File: config.mk
export PLATFORM = sky130hd
export DESIGN_NAME = sec_pipe_locked_flat
export DESIGN_NICKNAME = d
export VERILOG_FILES = /design/src/rtl/sec_pipe_locked_if.sv /design/src/rtl/sec_pipe_locked.sv /design/src/flat_wrapper.sv
export SDC_FILE = /design/constraint.sdc
export NUM_CORES = 1
export LEC_CHECK = 0
export CAP_MARGIN = 20
export CORE_ASPECT_RATIO = 2
export CORE_MARGIN = 4
export CORE_UTILIZATION = 30
export DETAILED_ROUTE_END_ITERATION = 6
export PLACE_DENSITY = 0.59
export SYNTH_ARGS = -nofsm -noshare
export SYNTH_HDL_FRONTEND = slang
export SYNTH_SLANG_ARGS = --single-unit
File: constraint.sdc
create_clock -name clk -period 6.05 [get_ports clk]
set_input_delay 1.815 -clock clk [delete_from_list [all_inputs] [get_ports clk]]
set_output_delay 1.815 -clock clk [all_outputs]
set_load 0.05 [all_outputs]
File: src/rtl/sec_pipe_locked_if.sv
// Stream bundle for the locked SEC decoder: received word in, corrected word out.
// No storage; pure wiring between producer, decoder and consumer.
// Backpressure carried by in_ready (from decoder) and out_ready (from consumer).
interface sec_pipe_locked_if #(
  parameter int DATA_W = 32,
  parameter int CHK_W  = 6
);
  logic              in_valid;
  logic              in_ready;
  logic [DATA_W-1:0] in_data;
  logic [CHK_W-1:0]  in_chk;
  logic              in_en;
  logic              out_valid;
  logic              out_ready;
  logic [DATA_W-1:0] out_data;
  logic              out_corr;
  logic              out_chkerr;
  logic              out_unc;

  // Producer/consumer side
  modport master (
    output in_valid, in_data, in_chk, in_en, out_ready,
    input  in_ready, out_valid, out_data, out_corr, out_chkerr, out_unc
  );

  // Decoder side
  modport slave (
    input  in_valid, in_data, in_chk, in_en, out_ready,
    output in_ready, out_valid, out_data, out_corr, out_chkerr, out_unc
  );
endinterface

File: src/rtl/sec_pipe_locked.sv
// Key-locked pipelined SEC decoder with serial key load and saturating error counters.
// Latency: word driven in cycle k is captured at the next edge and shows on out_* after the second edge.
// Backpressure: in_ready = !s1_valid | s1_advance (combinational from out_ready); output held while stalled.
module sec_pipe_locked #(
  parameter int               DATA_W   = 32,
  parameter int               CHK_W    = 6,
  parameter logic [CHK_W-1:0] KEY_MASK = 6'h2D,
  parameter int               CNT_W    = 16
) (
  input  logic                 clk,
  input  logic                 rst_n,
  sec_pipe_locked_if.slave     bus,
  input  logic                 key_shift,
  input  logic                 key_sin,
  input  logic                 cnt_clr,
  output logic [CNT_W-1:0]     corr_cnt,
  output logic [CNT_W-1:0]     unc_cnt
);

  typedef logic [DATA_W*CHK_W-1:0] col_tab_t;

  // Data-bit columns are the ascending values with at least two bits set,
  // so they never collide with zero or with a single check-bit position.
  function automatic col_tab_t gen_cols();
    col_tab_t t = '0;
    int       v = 3;
    for (int j = 0; j < DATA_W; j++) begin
      while ($countones(v) < 2) v++;
      t[j*CHK_W +: CHK_W] = v[CHK_W-1:0];
      v++;
    end
    return t;
  endfunction

  localparam col_tab_t COLS = gen_cols();

  typedef struct packed {
    logic [DATA_W-1:0] data;
    logic [CHK_W-1:0]  syn;
    logic              en;
  } s1_t;

  logic              s1_valid;
  s1_t               s1_q;
  logic [CHK_W-1:0]  in_syn;
  logic              s1_advance;
  logic              in_acc;
  logic [CHK_W-1:0]  key_reg;
  logic [CHK_W-1:0]  es;
  logic [DATA_W-1:0] dec_data;
  logic              dec_corr;
  logic              dec_chkerr;
  logic              dec_unc;
  logic              out_valid_q;
  logic [DATA_W-1:0] out_data_q;
  logic              out_corr_q;
  logic              out_chkerr_q;
  logic              out_unc_q;
  logic              out_hs;

  assign s1_advance   = s1_valid & (~out_valid_q | bus.out_ready);
  assign bus.in_ready = ~s1_valid | s1_advance;
  assign in_acc       = bus.in_valid & bus.in_ready;
  assign out_hs       = out_valid_q & bus.out_ready;

  assign bus.out_valid  = out_valid_q;
  assign bus.out_data   = out_data_q;
  assign bus.out_corr   = out_corr_q;
  assign bus.out_chkerr = out_chkerr_q;
  assign bus.out_unc    = out_unc_q;

  // Raw syndrome of the incoming word: received check bits against recomputed ones.
  always_comb begin
    in_syn = bus.in_chk;
    for (int j = 0; j < DATA_W; j++) begin
      if (bus.in_data[j]) in_syn = in_syn ^ COLS[j*CHK_W +: CHK_W];
    end
  end

  // Key-adjusted syndrome decode; a wrong key skews es and so the corrections.
  always_comb begin
    es         = s1_q.syn ^ key_reg ^ KEY_MASK;
    dec_data   = s1_q.data;
    dec_corr   = 1'b0;
    dec_chkerr = 1'b0;
    dec_unc    = 1'b0;
    if (s1_q.en && es != '0) begin
      if ($onehot(es)) begin
        dec_chkerr = 1'b1;
      end else begin
        dec_unc = 1'b1;
        for (int j = 0; j < DATA_W; j++) begin
          if (es == COLS[j*CHK_W +: CHK_W]) begin
            dec_data[j] = ~s1_q.data[j];
            dec_corr    = 1'b1;
            dec_unc     = 1'b0;
          end
        end
      end
    end
  end

  // Stage 1: capture accepted word with its raw syndrome; empties when it advances.
  always_ff @(posedge clk or negedge rst_n) begin
    if (!rst_n) begin
      s1_valid <= 1'b0;
      s1_q     <= '0;
    end else if (in_acc) begin
      s1_valid <= 1'b1;
      s1_q     <= '{data: bus.in_data, syn: in_syn, en: bus.in_en};
    end else if (s1_advance) begin
      s1_valid <= 1'b0;
    end
  end

  // Stage 2 / output register: load on advance, hold while stalled, drop valid after handshake.
  always_ff @(posedge clk or negedge rst_n) begin
    if (!rst_n) begin
      out_valid_q  <= 1'b0;
      out_data_q   <= '0;
      out_corr_q   <= 1'b0;
      out_chkerr_q <= 1'b0;
      out_unc_q    <= 1'b0;
    end else if (s1_advance) begin
      out_valid_q  <= 1'b1;
      out_data_q   <= dec_data;
      out_corr_q   <= dec_corr;
      out_chkerr_q <= dec_chkerr;
      out_unc_q    <= dec_unc;
    end else if (bus.out_ready) begin
      out_valid_q  <= 1'b0;
    end
  end

  // Serial key: new bit enters at the MSB, register shifts toward the LSB.
  always_ff @(posedge clk or negedge rst_n) begin
    if (!rst_n) begin
      key_reg <= '0;
    end else if (key_shift) begin
      key_reg <= {key_sin, key_reg[CHK_W-1:1]};
    end
  end

  // Saturating statistics per output handshake; clear wins over increment.
  always_ff @(posedge clk or negedge rst_n) begin
    if (!rst_n) begin
      corr_cnt <= '0;
      unc_cnt  <= '0;
    end else if (cnt_clr) begin
      corr_cnt <= '0;
      unc_cnt  <= '0;
    end else if (out_hs) begin
      if (out_corr_q && corr_cnt != '1) corr_cnt <= corr_cnt + CNT_W'(1);
      if (out_unc_q  && unc_cnt  != '1) unc_cnt  <= unc_cnt  + CNT_W'(1);
    end
  end

endmodule
File: src/flat_wrapper.sv
// flat-port wrapper written by rule: the top's interface ports become plain ports
module sec_pipe_locked_flat 
#(
  parameter int               DATA_W   = 32,
  parameter int               CHK_W    = 6,
  parameter logic [CHK_W-1:0] KEY_MASK = 6'h2D,
  parameter int               CNT_W    = 16
)
  (clk, rst_n, key_shift, key_sin, cnt_clr, corr_cnt, unc_cnt, bus_in_valid, bus_in_data, bus_in_chk, bus_in_en, bus_out_ready, bus_in_ready, bus_out_valid, bus_out_data, bus_out_corr, bus_out_chkerr, bus_out_unc);
  sec_pipe_locked_if #(.DATA_W(DATA_W), .CHK_W(CHK_W)) bus_i ();
  input  logic clk;
  input  logic rst_n;
  input  logic key_shift;
  input  logic key_sin;
  input  logic cnt_clr;
  output logic [CNT_W-1:0] corr_cnt;
  output logic [CNT_W-1:0] unc_cnt;
  input wire logic [$bits(bus_i.in_valid)-1:0] bus_in_valid;
  input wire logic [$bits(bus_i.in_data)-1:0] bus_in_data;
  input wire logic [$bits(bus_i.in_chk)-1:0] bus_in_chk;
  input wire logic [$bits(bus_i.in_en)-1:0] bus_in_en;
  input wire logic [$bits(bus_i.out_ready)-1:0] bus_out_ready;
  output wire logic [$bits(bus_i.in_ready)-1:0] bus_in_ready;
  output wire logic [$bits(bus_i.out_valid)-1:0] bus_out_valid;
  output wire logic [$bits(bus_i.out_data)-1:0] bus_out_data;
  output wire logic [$bits(bus_i.out_corr)-1:0] bus_out_corr;
  output wire logic [$bits(bus_i.out_chkerr)-1:0] bus_out_chkerr;
  output wire logic [$bits(bus_i.out_unc)-1:0] bus_out_unc;
  assign bus_i.in_valid = bus_in_valid;
  assign bus_i.in_data = bus_in_data;
  assign bus_i.in_chk = bus_in_chk;
  assign bus_i.in_en = bus_in_en;
  assign bus_i.out_ready = bus_out_ready;
  assign bus_in_ready = bus_i.in_ready;
  assign bus_out_valid = bus_i.out_valid;
  assign bus_out_data = bus_i.out_data;
  assign bus_out_corr = bus_i.out_corr;
  assign bus_out_chkerr = bus_i.out_chkerr;
  assign bus_out_unc = bus_i.out_unc;
  sec_pipe_locked #(.DATA_W(DATA_W), .CHK_W(CHK_W), .KEY_MASK(KEY_MASK), .CNT_W(CNT_W)) u_core (.clk(clk), .rst_n(rst_n), .bus(bus_i), .key_shift(key_shift), .key_sin(key_sin), .cnt_clr(cnt_clr), .corr_cnt(corr_cnt), .unc_cnt(unc_cnt));
endmodule
# ---- Word level (Yosys, flattened, before mapping)
# Cells that the tools add are included.
dict set report totals {
  register_bits 114
  latchBits 0
  ramBits 0
  romBits 0
  output_inout_bits 69
  elab_cells 284
  n_memories 0
}
dict set report op_classes {
  addsub 7
  mul 0
  div 0
  order_cmp 0
  eq_ne 35
  shifts 0
  mux 146
  n_bitwise 73
  reduce_logical 11
}
# operator n
set ops {}
lappend ops {{1-bit 2-to-1 mux} 106}
lappend ops {{16-bit 2-to-1 mux} 6}
lappend ops {{6-bit by 5-bit equality test with 1-bit output, second input constant} 15}
lappend ops {{5-bit 2-to-1 mux} 15}
lappend ops {{32-bit 2-to-1 mux} 2}
lappend ops {{6-bit by 4-bit equality test with 1-bit output, second input constant} 7}
lappend ops {{3-bit NOT} 13}
lappend ops {{6-bit equality test, second input constant} 6}
lappend ops {{6-bit 2-to-1 mux} 6}
lappend ops {{1-bit NOT} 34}
lappend ops {{16-bit by 1-bit adder with 16-bit output, second input constant} 2}
lappend ops {{16-bit != test, second input constant} 2}
lappend ops {{4-bit 2-to-1 mux} 7}
lappend ops {{2-bit NOT} 13}
lappend ops {{4-bit NOT} 6}
lappend ops {{6-bit by 3-bit equality test with 1-bit output, second input constant} 3}
lappend ops {{2-bit nonzero test} 5}
lappend ops {{3-bit 2-to-1 mux} 3}
lappend ops {{1-bit by 1-bit adder with 2-bit output} 3}
lappend ops {{3-bit adder} 2}
lappend ops {{6-bit by 2-bit equality test with 1-bit output, second input constant} 1}
lappend ops {{6-bit nonzero test} 1}
lappend ops {{6-bit bitwise XOR} 1}
lappend ops {{5-bit NOT} 1}
lappend ops {{other kinds (6)} 12}

# ---- Depth between registers and ports, before layout
# Gate-level depths: netlist of run 1.
dict set report depth {
  word_depth 64
  mapped_depth 11
  ltp_nobuf 10
}

# ---- Least setup slack after synthesis of run 1
# Ideal clock, no wire load.
dict set report synth_timing {
  kind {input port to output port}
  from {input port bus_out_ready}
  to {output port bus_in_ready}
  arrival_time_ns 2.304
  t_required_ns 4.235
  slack_ns 1.931
  cell_stages 1
  cell_sequence {nand3b_1}
}
dict set report synth_between {
  elab_chain_len 3
}
# item line
set synth_lines {}
lappend synth_lines {{start: declaration} flat_wrapper.sv:22} ;# input wire logic [$bits(bus_i.out_ready)-1:0] bus_out_ready;
lappend synth_lines {{1-bit bitwise OR} sec_pipe_locked.sv:61} ;# assign s1_advance = s1_valid & (~out_valid_q | bus.out_ready);
lappend synth_lines {{1-bit AND} sec_pipe_locked.sv:61}
lappend synth_lines {{1-bit bitwise OR} sec_pipe_locked.sv:62} ;# assign bus.in_ready = ~s1_valid | s1_advance;
lappend synth_lines {{end: declaration} flat_wrapper.sv:23} ;# output wire logic [$bits(bus_i.in_ready)-1:0] bus_in_ready;
# No other way between the ends.

# ---- Final worst setup path of run 1
# Ends and elaborated chain as after synthesis.

==> run summary, run 1 <==
The flow ran to the end, and the final reports show no timing, DRC or antenna violations. For this run, the leading register cell type out of synthesis is dfrtp_1. TritonCTS built the clock tree. The worst setup path is launched from a primary input. The critical path capture point type was a primary output.

The fraction of final layout cells sized beyond drive strength 1 was 0.114; the count of inserted antenna diode cells was 0. Global-route wire length before repair: 25900 µm. The hold-fix buffer count after cts was 0; the post-synthesis adder-cell area fraction was 0.0383. The count of buffers inserted at the top-level ports came out at 114.

The logs give 3.35 nW for the leakage power and 4 for the H-tree depth. The run gives 0.315 as the part of the power in the clock network. Total power for the finished layout comes to 3.48 mW. The logs give 780 for the number of nets in the layout and 4 for the total iterations of the first detailed-routing run.

For the worst flop-to-flop path, the logic depth is 9. Data on the critical path is required at its endpoint by 4.24 ns. Setup violations remaining at the end of the flow were counted as 0. Pin count of the biggest net entering global routing: 59. The starting utilization of the core area was 0.305. The setup fix buffers added after clock tree synthesis was 0; the synthesized netlist net count was 672.

Top register by number of flip-flops: u_core.s1_q. The global router's overall resource usage is 0.148, and the number of vias per cell is 4.69. The number of flip-flops under the largest register name was 39; the filler cell count in the final layout was 2086.

After the first detailed-routing iteration, the DRC count stood at 265. In this run, synthesis produced a sequential element count of 114. Switching power summed over all nets: 1.31 mW. Reg-to-reg critical path endpoint: u_core.bus.out_data[15]. Setup repair after global routing left no endpoint under its margin.

The portion of netlist area occupied by mux cells is 0.0732, and the sum of net half-perimeters after detailed placement is 12800 µm. Across all layers, the routed design uses 4670 vias. The count of cell types in the netlist came out at 47. No sink is reached through more buffers than the 2 on the longest clock path. The min-delay analysis places its worst path in the category flip-flop to flip-flop. After clock tree synthesis, the repair step resized 0 gates.

The proportion of power drawn by combinational gates was 0.405. For flop-to-flop paths, the worst setup slack is 2.62 ns. The post-route clock skew came out at 0.00776 ns. Yosys mapped a number of flops with a built-in enable equal to 0. In the routed design, unresolved DRC markers number 0. The fraction of the mapped netlist area in simple logic gates is 0.133, and the sequential element share of the synthesized area is 0.455. Global routing finished with a remaining overflow of 0.

The total count of hold-check failures in the final report is 0. Derived from the worst setup path, the maximum achievable clock frequency is 0.195 GHz. The final cycle utilization of the critical path works out to 0.846.

The summed instance area of the synthesized netlist was 6280 µm²; the final-layout worst hold slack was 0.472 ns. After synthesis, the largest family of logic cells by area is XOR/XNOR gates. At the pin with the least slew margin, the transition time is 0.751 ns. The worst setup path is of the primary input to primary output kind. The tools report the end of the critical path as bus_in_ready. The tools report the routed wire length as 16400 µm.

The tools report the multi-input combinational cell area as 3250 µm². The clock net in this run drives a total of 114 sinks. The largest fanout of any net on the critical path is 5. The run gives 0.499 as the worst max-slew margin expressed relative to the limit. Clock latency on the worst-skew pair, taken at its later pin, is 0.41 ns. In this run, CTS created clock tree buffers numbering 17. Routability-driven placement finished with a final weighted congestion of 0.779. The wire length per cell after detailed routing works out to 16.5 µm. Max-cap violations in this run came to 0. The tools report the number of ports placed on the die boundary as 115.

In the synthesized netlist, the number of instances is 608. The width of the die is 110 µm. The delay contributed by the slowest stage of the critical path works out to 0.81 ns. On the critical path, the stage with the largest delay is an instance of clkdlybuf4s50_1. In this run the power density over the cells is 418 nW/µm². The tools report the area of all sequential standard cells as 2850 µm². In this run the critical register-to-register path is launched from u_core.key_reg[1]. The dominant delay contributor by cell family on the critical path was buffers and inverters. Each instance of the synthesized netlist takes up on average 10.3 µm².

Library cell used as clock root buffer: clkbuf_16. The part of the power in registers was 0.279. Walking the worst path, the cells encountered are clkdlybuf4s50_1 > nand3b_1 > clkdlybuf4s50_1. The via count of the first global-routing pass is 4867. The die extent in y was 213 µm. The number of standard-cell rows in the floorplan was 74.

Counting buffers and inverters, the worst setup path is 3 cells deep. The post-synthesis xor/xnor area fraction is 0.183, and the total die area is 23400 µm². Counting I/O delays and the setup requirement, the final critical path takes 5.12 ns.

Across the VDD grid, the largest voltage drop is 0.193 mV. By instance count, the cell type seen most on the critical path is clkdlybuf4s50_1. Compared with the post-synthesis result, the final layout area differs by 32.5%. The net switching fraction of the power came out at 0.378. The fraction of synthesis flops using an asynchronous set or reset pin was 1.00; the register clock-pin slew on the reported worst setup and hold paths was 0.05 ns. The count of final max-slew check failures is 0. In the final timing run, aggregate negative setup slack is 0 ns. The run gives 0 as the post-route antenna net violation count.

During synthesis, Yosys emitted a total of 0 warnings. The total core area was 20600 µm². The internal power of the cells totals 2.16 mW. The number of antenna violations at the first check in global routing was 0; the arrival time at the worst endpoint was 3.30 ns. The complex-gate fraction of the synthesized area is 0.0913, and the number of buffer and inverter instances along the worst setup path is 2. In this run the worst setup path begins at bus_out_ready.
[layout by cell type (no fill, tap or decap), types with 7 or more instances in the layout]
| cell | netlist | layout |
|---|---|---|
| xnor2_1 | 67 | 67 |
| clkdlybuf4s50_1 | 0 | 113 |
| o21ai_0 | 51 | 51 |
| nor2_1 | 39 | 39 |
| ha_1 | 16 | 16 |
| nand3_1 | 29 | 29 |
| dfrtp_1 | 114 | 114 |
| xor2_1 | 51 | 51 |
| o2111ai_1 | 7 | 7 |
| clkbuf_16 | 0 | 17 |
| a21oi_1 | 9 | 9 |
| mux2_2 | 39 | 39 |
| nand2_1 | 67 | 66 |
| inv_1 | 14 | 14 |
[cells in the mapped netlist (3+ instances only)]
master | instances | area share
nand2b_1 | 4 | 0.0040
buf_2 | 5 | 0.0040
xnor2_1 | 67 | 0.094
o21ai_0 | 51 | 0.041
o2111ai_1 | 7 | 0.0098
ha_1 | 16 | 0.032
a22oi_1 | 3 | 0.0036
a21oi_1 | 9 | 0.0072
xnor3_1 | 5 | 0.018
dfrtp_1 | 114 | 0.45
nor2_1 | 39 | 0.023
clkbuf_1 | 25 | 0.015
xor2_1 | 51 | 0.071
o31ai_1 | 3 | 0.0036
mux2_2 | 39 | 0.070
nor3_1 | 4 | 0.0032
nand2_1 | 67 | 0.040
o211ai_1 | 6 | 0.0072
or3_1 | 6 | 0.0060
inv_1 | 14 | 0.0084
nand3_1 | 29 | 0.023
and3_1 | 5 | 0.0050
nand4_1 | 5 | 0.0050
[power groups by stage]
stage / combinational, mW / clock, mW / sequential, mW
2_1_floorplan: 0.782 / 0 / 1.19
3_3_place_gp: 1.40 / 0 / 0.982
3_5_place_dp: 1.42 / 0 / 0.987
4_1_cts: 1.42 / 1.12 / 0.974
5_1_grt: 1.54 / 1.15 / 0.988
6_report: 1.41 / 1.10 / 0.971
[how the worst min path moves through the flow]
stage | start | endpoint | slack (ns) | cells after the start
global placement | u_core.bus.out_data[2] | u_core.bus.out_data[2] | 0.46 | 2
CTS | u_core.bus.out_data[27] | u_core.bus.out_data[27] | 0.48 | 2
floorplan | u_core.s1_valid | u_core.bus.out_valid | 0.46 | 1
finish | u_core.bus.out_data[2] | u_core.bus.out_data[2] | 0.47 | 2
global route | u_core.bus.out_data[21] | u_core.bus.out_data[21] | 0.50 | 2
detailed placement | u_core.bus.out_data[27] | u_core.bus.out_data[27] | 0.47 | 2
[kinds of logic (layout without fill, tap and decap cells)]
group           after synthesis  in the layout
flops                       114            114
simple gates                176            176
buf+inv                      44            165
mux                          41             41
compound gates               92             92
xor+xnor                    123            123
fa+ha+maj                    18             18
[final cells by class]
cell class	count	area share
multi-input cells	450	0.391
clock inverters	10	0.0217
clock buffers	22	0.0558
flip-flops and latches	114	0.343
repair buffers	119	0.141
inverters	14	0.00632
well taps	266	0.0400
[metal layers]
metal	GRT usage	part of all wire	up-vias
met5	0	0	-
met1	0.154	0.36	2259
met3	0.0286	0.034	21
li1	-	-	2295
met4	0.0616	0.024	0
met2	0.281	0.58	95
[metrics by stage]
step,instances,cell area (µm²),utilization,setup slack (ns)
2_1_floorplan,608,6280,-,1.93
6_report,995,8310,0.404,0.930
3_5_place_dp,963,7670,0.373,0.935
4_1_cts,995,8310,0.404,0.930
3_3_place_gp,963,7670,0.373,0.938
5_1_grt,995,8310,0.404,0.864
[tightest hold or removal path: stages (launching register included)]
cell     delay [ns]
dfrtp_1        0.34
nand2_1        0.04
o21ai_0        0.06
No activity file was read; power rests on OpenSTA's default activity.
==> run 2, diff against run 1 <==
==> constraint.sdc (replaced) <==
create_clock -name clk -period 5.3 [get_ports clk]
set_input_delay 1.59 -clock clk [delete_from_list [all_inputs] [get_ports clk]]
set_output_delay 1.59 -clock clk [all_outputs]
set_load 0.05 [all_outputs]
==> run 2 against run 1 <==
Global-route usage up 0.060 points. Via count rose by 0.69%. Sequential share of layout area is 0.31 points higher. Critical path type unchanged. Core utilization decreased by 0.37 points. Critical path depth unchanged. Largest power group unchanged. Largest cell class unchanged.
==> run summary, run 2 (synthesis results as in run 1) <==
The number of clock buffers inserted by TritonCTS was 17. STA classifies the critical path startpoint as a primary input. In this run, the number of DRC markers left after iteration 0 of detailed routing was 211.

The die extent in y was 213 µm. In the layout the commonest cells are dfrtp_1, clkdlybuf4s50_1, xnor2_1, nand2_1. The power density over cell area is 463 nW/µm². The number of vias per cell is 4.73, and the post-route antenna net violation count is 0. Between clock sinks in the finished design, the worst skew comes to 0.00697 ns.

The aggregate global routing overflow came out at 0. The run finished with clean final reports. The tightest min-delay check is of the flip-flop to flip-flop type. STA puts the critical path data required time at 3.71 ns. u_core.s1_q holds more flip-flops than any other register. Setup repair after global routing left no endpoint under its margin. The run gives 2094 as the filler cell count in the final layout. The congestion estimate from routability-driven global placement came to 0.804. The type of the worst setup path is primary input to primary output. The run gives 2 as the maximum buffer depth of the clock tree. For the via count of the first global-routing pass, the log shows 4960. Of all nets on the critical path, the largest fanout is 5.

The core region is 20600 µm². Measured along the x axis, the die boundary spans 110 µm. The floorplan has 74 rows. The slack of the critical path was 0.610 ns. The logs give 3.32 nW for the leakage power and 0.228 mV for the maximum ir drop on the vdd rail.

For the global router's overall resource usage, the log shows 0.149. The number of antenna violations at the first check in global routing is 0, and the total die area is 23400 µm². Dividing the detail-routed wire length by the instance count gives 16.7 µm. At the pin with the least slew margin, the transition time is 0.859 ns. 0 antenna diodes ended up in the layout. Library cell used as clock root buffer: clkbuf_16. The tools report the pin count of the biggest net entering global routing as 67.

For this run, the detailed router's first-pass iteration total came to 4. In the routed design, unresolved DRC markers number 0. The count of max-cap constraint violations is 0, and the final cycle utilization of the critical path is 0.885. The run gives 115 as the number of ports placed on the die boundary.

The tools report the routed wire length as 16600 µm. Leaving out fill and tap cells, the most frequent cell in the layout is dfrtp_1. The run gives 13000 µm as the sum of net half-perimeters after detailed placement. The tools report the maximum clock frequency as 0.213 GHz.

The tools report the global-route wire length before repair as 26400 µm. The H-tree was split into 4 levels. After clock tree synthesis, the flow added hold-fix buffers numbering 0. The final critical delay including setup and external delays came out at 4.69 ns. Timing analysis after detailed placement gives a worst setup slack of 0.620 ns.

For the worst setup path, the data arrival time is 3.10 ns. For the worst-skew pair, the clock arrives at the later sink with an insertion delay of 0.41 ns. The setup violation total in the final timing report is 0, and the post-cts gate resize count is 0. Buffers added to address setup during post-CTS repair amount to 0. The worst max-slew margin expressed relative to the limit is 0.427, and the total design power is 3.81 mW. Compared with the post-synthesis result, the final layout area differs by 31.3%.

The count of final max-slew check failures is 0. TritonCTS built the clock tree. The logs give 0.305 for the starting utilization of the core area and 114 for the number of sinks on the clock net. The worst setup path is captured at a primary output.

The net count of the finished layout is 780. The register with the most flip-flops in the layout has 39 of them. The finished cells cover 8240 µm². The fraction of final layout cells sized beyond drive strength 1 is 0.115, and the count of buffers inserted at the top-level ports is 114.

The total count of hold-check failures in the final report was 0. The accumulated negative setup slack is 0 ns, and the placement-stage cell area is 7670 µm². The detailed router placed 4702 vias in this run. The register clock-pin slew on the reported worst setup and hold paths is 0.05 ns.
==> run 2: changes by cell type in the layout (fill, tap and decap cells not counted), sizes merged <==
cell      previous run  this run
clkinv               3         6
clkinvlp             2         3
clkbuf              22        20
bufinv               5         2
==> run 2: layout make-up <==
cell class	count	area, µm²	share of cell area
tap	266	333	0.0404
clock inverter	11	113	0.0137
timing repair buffer	119	1180	0.143
inverter	14	52.6	0.00638
sequential	114	2850	0.346
multi-input combinational	450	3250	0.395
clock buffer	20	457	0.0554
==> run 2: report_power, final <==
part	internal [mW]	total, mW	switching (mW)
Combinational	0.597	1.60	1.01
Sequential	1.01	1.11	0.0971
Clock	0.707	1.10	0.393
==> run 2: metal layers <==
layer	global-route usage	routed length, µm
met1	0.151	5920
met2	0.282	9570
met3	0.0240	531
met4	0.0757	540
met5	0	0
==> run 2: per-stage QoR <==
stage / std cells / hold WS [ns] / utilization
after global placement: 963 / 0.462 / 0.373
after floorplan: 608 / 0.457 / -
after CTS: 994 / 0.482 / 0.401
final: 994 / 0.476 / 0.401
after detailed placement: 963 / 0.470 / 0.373
after global routing: 994 / 0.506 / 0.401
==> run 2: critical path: stages <==
cell and delay, ns:
clkdlybuf4s50_1 0.51, nand3b_1 0.17, clkdlybuf4s50_1 0.82
==> run 2: path summary, 6_finish.rpt <==
path,startpoint,end,slack [ns],cells after the start
setup / recovery,bus_out_ready,bus_in_ready,0.61,3
hold / removal,u_core.bus.out_data[0],u_core.bus.out_data[0],0.48,2
setup reg to reg,u_core.key_reg[1],u_core.bus.out_data[14],1.86,9
hold reg to reg,u_core.bus.out_data[0],u_core.bus.out_data[0],0.48,2
max in group asynchronous,rst_n,u_core.bus.out_data[11],3.07,2
min in group asynchronous,rst_n,u_core.key_reg[5],1.29,1
